==> config.mk <==
export PLATFORM = sky130hd
export DESIGN_NAME = pipe_skid_stage
export DESIGN_NICKNAME = d
export VERILOG_FILES = /design/src/rtl/pipe_stage_pkg.sv /design/src/rtl/pipe_skid_stage_sat_counter.sv /design/src/rtl/pipe_skid_stage.sv
export SDC_FILE = /design/constraint.sdc
export NUM_CORES = 1
export LEC_CHECK = 0
export ABC_CLOCK_PERIOD_IN_PS = 4000
export CAP_MARGIN = 30
export CELL_PAD_IN_SITES_DETAIL_PLACEMENT = 0
export CELL_PAD_IN_SITES_GLOBAL_PLACEMENT = 2
export CORE_MARGIN = 5
export CORE_UTILIZATION = 31
export DETAILED_ROUTE_END_ITERATION = 7
export PLACE_DENSITY_LB_ADDON = 0.1
export SYNTH_ARGS = -nofsm -noshare
export SYNTH_HDL_FRONTEND = slang
export SYNTH_SLANG_ARGS = --single-unit
==> constraint.sdc <==
create_clock -name CLK -period 4 [get_ports CLK]
set_clock_uncertainty 0.05 [all_clocks]
set_input_delay 1.2 -clock CLK [delete_from_list [all_inputs] [get_ports CLK]]
set_output_delay 1.2 -clock CLK [all_outputs]
set_load 0.05 [all_outputs]
==> src/rtl/pipe_stage_pkg.sv <==
// Shared pipeline-stage types: occupancy state of a two-entry skid stage.
package pipe_stage_pkg;

  // Encoding doubles as the entry count, so occupancy is the state itself.
  typedef enum logic [1:0] {
    EMPTY = 2'd0,
    ONE   = 2'd1,
    FULL  = 2'd2
  } stage_state_t;

  function automatic logic [1:0] occOf(input stage_state_t s);
    return 2'(s);
  endfunction

endpackage

==> src/rtl/pipe_skid_stage_sat_counter.sv <==
// Saturating up-counter with synchronous clear; holds at all-ones.
module sat_counter #(
  parameter int CNTW = 16
) (
  input  logic            CLK,
  input  logic            clear,
  input  logic            inc,
  output logic [CNTW-1:0] count
);

  // Clear wins over increment; increment stops at the maximum value.
  always_ff @(posedge CLK) begin
    if (clear) count <= '0;
    else if (inc && (count != {CNTW{1'b1}})) count <= count + 1'b1;
  end

endmodule

==> src/rtl/pipe_skid_stage.sv <==
// Two-entry skid pipeline stage with stall, flush, sticky halt and a
// saturating count of cycles where downstream was ready but idle.
module pipe_skid_stage
  import pipe_stage_pkg::*;
#(
  parameter int WIDTH = 128,
  parameter int CNTW  = 16
) (
  input  logic             CLK,
  input  logic             RST,
  input  logic             in_valid,
  input  logic [WIDTH-1:0] in_data,
  input  logic             in_halt,
  output logic             in_ready,
  output logic             out_valid,
  output logic [WIDTH-1:0] out_data,
  output logic             out_halt,
  input  logic             out_ready,
  input  logic             stall,
  input  logic             flush,
  output logic             halted,
  output logic [1:0]       occupancy,
  output logic [CNTW-1:0]  bubble_count
);

  stage_state_t     state, stateNext;
  logic [WIDTH-1:0] headData, skidData;
  logic             headHalt, skidHalt;
  logic             doAccept, doRelease;
  logic             loadHead, loadSkid, shiftSkid;
  logic             bubbleInc;

  assign in_ready  = (state != FULL) && !stall && !halted;
  assign out_valid = (state != EMPTY) && !stall;
  assign out_data  = headData;
  assign out_halt  = headHalt;
  assign occupancy = occOf(state);

  assign doAccept  = in_valid && in_ready;
  assign doRelease = out_valid && out_ready;

  // Occupancy state register.
  always_ff @(posedge CLK) begin
    if (RST) state <= EMPTY;
    else     state <= stateNext;
  end

  // Next state and entry-movement strobes; flush overrides any transfer.
  always_comb begin
    stateNext = state;
    loadHead  = 1'b0;
    loadSkid  = 1'b0;
    shiftSkid = 1'b0;
    if (flush) begin
      stateNext = EMPTY;
    end else begin
      case (state)
        EMPTY: if (doAccept) begin
          stateNext = ONE;
          loadHead  = 1'b1;
        end
        ONE: begin
          if (doAccept && doRelease) begin
            loadHead = 1'b1;
          end else if (doAccept) begin
            stateNext = FULL;
            loadSkid  = 1'b1;
          end else if (doRelease) begin
            stateNext = EMPTY;
          end
        end
        FULL: if (doRelease) begin
          stateNext = ONE;
          shiftSkid = 1'b1;
        end
        default: stateNext = EMPTY;
      endcase
    end
  end

  // Head and skid entry storage; skid advances into head on release from FULL.
  always_ff @(posedge CLK) begin
    if (RST) begin
      headData <= '0;
      headHalt <= 1'b0;
      skidData <= '0;
      skidHalt <= 1'b0;
    end else begin
      if (loadHead) begin
        headData <= in_data;
        headHalt <= in_halt;
      end else if (shiftSkid) begin
        headData <= skidData;
        headHalt <= skidHalt;
      end
      if (loadSkid) begin
        skidData <= in_data;
        skidHalt <= in_halt;
      end
    end
  end

  // Sticky halt: set once a halt-marked entry leaves, cleared only by reset.
  always_ff @(posedge CLK) begin
    if (RST) halted <= 1'b0;
    else if (doRelease && headHalt) halted <= 1'b1;
  end

  assign bubbleInc = out_ready && !out_valid && !halted && !flush && !stall;

  sat_counter #(.CNTW(CNTW)) uBubble (
    .CLK   (CLK),
    .clear (RST),
    .inc   (bubbleInc),
    .count (bubble_count)
  );

endmodule

==> run_results.csv, run 1 <==
group,metric,value,unit
status,status,"complete, no violations",
global_route,grt.busiest_layer,"met2",
power_and_ir_drop,powerDensity,437,mW/mm2
sta,timing.fmax,0.280,GHz
detailed_routing,wl,33200,um
yosys,synthArstFlopShare,0,%
clock_network,ctsHoldBuffers,0,
clock_network,clock-sinks,277,
clock_network,numCtsBuffers,35,
yosys,synth_top_cell_by_area,"dfxtp_1",
global_route,grt_usage,16.2,%
detailed_routing,vias_per_cell,4.76,
yosys,synth_edf_count,0,
power_and_ir_drop,p_seq_share,42.7,%
sta,fin_crit,3.57,ns
power_and_ir_drop,p_clk_share,45.8,%
detailed_routing,ant_nets,0,
critical_path,rr_endpoint,"skidData[75]",
floorplan,die_h,199,um
yosys,yosysSeqAreaShare,50.3,%
sta,worst_slack,0.426,ns
layout,layout-drive-gt1-share,5.10,%
hold_path,hp-class,"reg2reg",
detailed_routing,drtPass1Iterations,4,
global_route,grt_pass1_vias,9207,
critical_path,path_class,"in2out",
floorplan,die_w,199,um
critical_path,cpPeakStageDelay,0.50,ns
place,gp_congestion,0.755,
critical_path,rrSetupSlack,1.92,ns
global_route,grt_overflow_total,0,
layout,final_common_cell,"clkdlybuf4s50_1",
power_and_ir_drop,power_frac_comb,11.5,%
critical_path,cp_top_family,"buffers and inverters",
yosys,avgSynthCellArea,8.82,um2
sta,setup_viol,0,
flow_run,drv_cap,0,
critical_path,rr_worst_depth,6,
hold_path,min_to,"skidData[116]",
critical_path,crit_chain,"clkdlybuf4s50_1 -> nor2_2 -> and2_1 -> buf_12",
floorplan,die_area,0.0394,mm2
global_route,met1_usage,21.5,%
layout,syn_to_final_growth,39.8,%
power_and_ir_drop,p_sw,1670,uW
detailed_routing,avgRoutedWirePerCell,16.8,um
detailed_routing,vias,9393,
yosys,yosys_warnings,0,
power_and_ir_drop,p_int,5060,uW
yosys,ys_types,41,
place,dp_hpwl,21100,um
floorplan,ios,285,
clock_network,cts_tree,"built",
floorplan,start_util,31.2,%
layout,nNetsFinal,1622,
yosys,synth.area.top_cells,"dfxtp_1 (50%), mux2i_1 (12%), nand2_1 (9.1%)",
critical_path,crit_buf_inv,2,
clock_network,ctsResizeCount,0,
clock_network,cts_root_buf,"clkbuf_16",
global_route,grt.met2_usage,25.3,%
sta,slew_headroom,50.1,%
clock_network,post-cts-setup-buffer-count,0,
critical_path,worstSetupStartpointType,"input pin",
yosys,netlist_area,0.0110,mm2
sta,rsz0062_at_grt,"no",
clock_network,htree_levels,2,
detailed_routing,drt-initial-drc-count,371,
layout,mostFrequentLayoutCells,"clkdlybuf4s50_1 (281), dfxtp_1 (277), nand2_1 (266)",
critical_path,crit_arrival,2.32,ns
yosys,syn_nets,1385,
hold_path,hold_depth,2,
sta,tightest_slew,0.749,ns
yosys,synthFlopType,"dfxtp_1",
clock_network,clk_latency,0.50,ns
critical_path,crit_required,2.75,ns
place,io_buffers,284,
critical_path,slowest_stage,"clkdlybuf4s50_1",
detailed_routing,remaining_drc_errors,0,
clock_network,clockBufferDepth,3,
hold_path,hold_start,"skidData[116]",
yosys,syn_inst,1249,
place,place_ws,0.428,ns
sta,tns,0,ns
critical_path,cp-end-kind,"primary output",
global_route,grt_start_max_net_pins,130,
power_and_ir_drop,sw_frac_of_total,24.8,%
global_route,antenna_found_initial,6,
floorplan,core_area,0.0353,mm2
sta,fin_crit_sh,89.3,%
critical_path,r2r-start,"halted",
global_route,grt_util_met3,5.30,%
power_and_ir_drop,p_leak,0.00493,uW
sta,drv_slew,0,
floorplan,row_count,69,
clock_network,clk_pin_slew,0.05,ns
global_route,grt_first_pass_wirelength,52100,um
critical_path,worst-path-max-fanout,7,
yosys,ys_seq_elements,277,
power_and_ir_drop,vdd_drop_max,0.000266,V
sta,hold_viol,0,
yosys,synth.top_cell.area_share,50.3,%
-- worst max-delay path by stage --
stage	startpoint	endpoint	slack [ns]	cells after the start
2_1_floorplan	stall	out_valid	0.90	1
3_3_place_gp	stall	in_ready	0.45	4
3_5_place_dp	stall	in_ready	0.43	4
4_1_cts	stall	in_ready	0.43	4
5_1_grt	stall	in_ready	0.34	4
6_report	stall	in_ready	0.43	4
-- power groups by stage --
stage	Combinational (uW)	Sequential, uW	Clock [uW]
final	773	2880	3090
after global routing	821	2890	3330
after CTS	782	2880	3220
after detailed placement	779	2940	0
after global placement	780	2940	0
after floorplan	175	3170	0
-- area by class of cell --
class	count	area [um2]
diodes	2	5.00
clock buffers	56	1050
clock inverters	5	90.1
fillers	3488	19900
inverters	2	7.51
multi-input cells	867	4970
flip-flops and latches	277	5550
well taps	461	577
repair buffers	303	3160
-- per-layer routing --
| metal | share of wire, % | vias to the layer above | routed length, um |
|---|---|---|---|
| met5 | 0.14 | - | 48 |
| met4 | 2.4 | 8 | 806 |
| met3 | 7.5 | 56 | 2470 |
| met2 | 45 | 216 | 14900 |
| met1 | 45 | 4310 | 14900 |
| li1 | - | 4803 | - |
-- per-stage QoR --
stage	cell area, um2	hold slack, ns	instances	utilization [%]	total power (uW)
2_1_floorplan	11000	0.382	1249	-	3350
3_3_place_gp	14300	0.390	1910	40.4	3720
3_5_place_dp	14300	0.393	1910	40.4	3710
4_1_cts	15400	0.401	1971	43.6	6880
5_1_grt	15400	0.414	1973	43.6	7040
6_report	15400	0.397	1973	43.6	6730
-- registers in the layout, indices dropped and copies added, names as in the netlist --
register and count:
skidHalt 1, halted 1, out_data 128, skidData 128, occupancy 2, uBubble.count 16, out_halt 1
-- logic make-up (layout without fill, tap and decap cells) --
kind of cell,count (synthesis),in the layout,synth area share (%)
compound gates,280,280,16.0
xor+xnor,10,10,0.795
fa+ha+maj,1,1,0.114
buf+inv,105,366,4.68
flops,277,277,50.3
mux,130,130,11.8
other cells,0,2,0
simple gates,446,446,16.3
-- worst min-delay path, cell delays in order (launching register included) --
cell     delay [ns]
dfxtp_1        0.31
nand2_1        0.05
a21oi_1        0.05
-- cell usage after synthesis (4+ instances only) --
master and count:
xnor2_1 10, buf_6 11, dfxtp_1 277, nor2_1 145, buf_2 25, mux2i_1 130
a211oi_1 132, nand2_1 266, nor3_1 6, a21oi_1 137, clkbuf_1 62, nand3_1 4
Power figures use the tool's default switching activity.
==> inputs of run 2 (changes only) <==
--- a/config.mk
+++ b/config.mk
@@ -10,7 +10,8 @@
 export CELL_PAD_IN_SITES_DETAIL_PLACEMENT = 0
 export CELL_PAD_IN_SITES_GLOBAL_PLACEMENT = 2
 export CORE_MARGIN = 5
-export CORE_UTILIZATION = 31
+export CORE_UTILIZATION = 32
+export CTS_BUF_LIST = sky130_fd_sc_hd__clkbuf_8
 export DETAILED_ROUTE_END_ITERATION = 7
 export PLACE_DENSITY_LB_ADDON = 0.1
 export SYNTH_ARGS = -nofsm -noshare
==> run 2 against run 1 <==
Net effect: clock-buffer cell count is 11 higher; cell count grew 1.1%; largest power group is now sequential cells; hold slack better by 0.0020 ns; global-route usage is 0.48 points higher; via count grew 0.82%; maximum frequency about the same; core utilization up 0.96 points; first-iteration DRC count increased by 0.27%; sequential power is essentially flat; cell area shrank 0.75%; clock power fell by 9.4%; routed wire length is 0.90% higher.
==> run_results.csv, run 2 (synthesis gave the netlist of run 1 again) <==
group,metric,value,unit
status,status,"complete, no violations",
critical_path,path_class,"in2out",
sta,timing.fmax,0.280,GHz
floorplan,ios,285,
sta,slew_headroom,45.6,%
critical_path,crit_chain,"clkdlybuf4s50_1 -> nor2_2 -> and2_1 -> buf_12",
global_route,grt_first_pass_wirelength,52500,um
critical_path,crit_required,2.75,ns
floorplan,row_count,68,
clock_network,ctsResizeCount,0,
critical_path,cpPeakStageDelay,0.49,ns
layout,utilization,44.6,%
place,dp_hpwl,20700,um
critical_path,worstSetupStartpointType,"input pin",
floorplan,start_util,32.1,%
clock_network,post-cts-setup-buffer-count,0,
sta,hold_viol,0,
detailed_routing,vias_per_cell,4.75,
sta,drv_slew,0,
critical_path,crit_arrival,2.32,ns
detailed_routing,vias,9470,
detailed_routing,avgRoutedWirePerCell,16.8,um
detailed_routing,drt-initial-drc-count,372,
global_route,grt_start_max_net_pins,135,
critical_path,worst-path-max-fanout,7,
floorplan,die_w,196,um
layout,layout-drive-gt1-share,6.63,%
power_and_ir_drop,vdd_drop_max,0.000233,V
critical_path,cp-end-kind,"primary output",
detailed_routing,drtPass1Iterations,4,
sta,hold_slack,0.399,ns
clock_network,cts_root_buf,"clkbuf_8",
clock_network,htree_levels,2,
floorplan,die_h,196,um
floorplan,die_area,0.0382,mm2
critical_path,slowest_stage,"clkdlybuf4s50_1",
layout,final_common_cell,"clkdlybuf4s50_1",
global_route,grt_overflow_total,0,
layout,nNetsFinal,1638,
clock_network,clock-sinks,277,
detailed_routing,ant_nets,0,
clock_network,numCtsBuffers,51,
clock_network,ctsHoldBuffers,0,
clock_network,clk_pin_slew,0.05,ns
flow_run,drv_cap,0,
detailed_routing,wl,33500,um
place,gp_congestion,0.740,
global_route,antenna_found_initial,4,
critical_path,rrSetupSlack,1.96,ns
clock_network,clockBufferDepth,3,
sta,rsz0062_at_grt,"no",
sta,fin_crit,3.57,ns
floorplan,core_area,0.0343,mm2
place,place_ws,0.429,ns
global_route,grt_pass1_vias,9354,
sta,tightest_slew,0.816,ns
sta,setup_viol,0,
clock_network,clk_latency,0.57,ns
place,io_buffers,284,
power_and_ir_drop,fin_total_pwr,6440,uW
detailed_routing,remaining_drc_errors,0,
layout,mostFrequentLayoutCells,"clkdlybuf4s50_1 (281), dfxtp_1 (277), nand2_1 (266)",
clock_network,cts_tree,"built",
sta,fin_crit_sh,89.3,%
power_and_ir_drop,powerDensity,422,mW/mm2
global_route,grt_usage,16.7,%
sta,tns,0,ns
hold_path,hp-class,"reg2reg",
layout,syn_to_final_growth,38.8,%
power_and_ir_drop,p_leak,0.00498,uW
sta,worst_slack,0.428,ns
==> run 2: final timing paths <==
kind | start | to | depth (start not counted)
setup / recovery | stall | in_ready | 4
hold / removal | skidData[47] | skidData[47] | 2
setup reg to reg | occupancy[1] | out_data[65] | 6
hold reg to reg | skidData[47] | skidData[47] | 2
==> run 2: metal layers <==
layer  global-route usage, %  share of wire, %  wire, um
met5                       0              0.15        49
met4                    4.63               1.8       586
met3                    5.16               7.3      2430
met2                    27.4                46     15500
met1                    21.3                44     14900
==> run 2: final cells by class <==
cell class | instances | area (um2)
Antenna cell | 1 | 2.50
Clock buffer | 67 | 922
Clock inverter | 23 | 146
Fill cell | 3419 | 19000
Inverter | 2 | 7.51
Multi-Input combinational cell | 867 | 4970
Sequential cell | 277 | 5550
Tap cell | 455 | 569
Timing Repair Buffer | 303 | 3120
==> run 2: worst max-delay path, delay by kind of cell <==
kind                   cells  cell delay, ns
buffers and inverters      2            0.64
and+or+nand+nor            2            0.48
==> run 2: stage by stage <==
stage / cell area [um2] / instances
2_1_floorplan: 11000 / 1249
3_3_place_gp: 14200 / 1904
3_5_place_dp: 14200 / 1904
4_1_cts: 15300 / 1994
5_1_grt: 15300 / 1995
6_report: 15300 / 1995
==> run 2: where the power goes <==
part	switching [uW]	total [uW]	internal, uW
clock network	1180	2800	1610
registers	43.6	2880	2840
logic	462	768	306
total	1690	6440	4760
==> inputs of run 3 (changes only) <==
--- a/config.mk
+++ b/config.mk
@@ -13,6 +13,7 @@
 export CORE_UTILIZATION = 32
 export CTS_BUF_LIST = sky130_fd_sc_hd__clkbuf_8
 export DETAILED_ROUTE_END_ITERATION = 7
+export HOLD_SLACK_MARGIN = 0.1
 export PLACE_DENSITY_LB_ADDON = 0.1
 export SYNTH_ARGS = -nofsm -noshare
 export SYNTH_HDL_FRONTEND = slang
==> results of run 3 <==
Same layout as run 2: the final DEF is identical, and so are final timing and power.
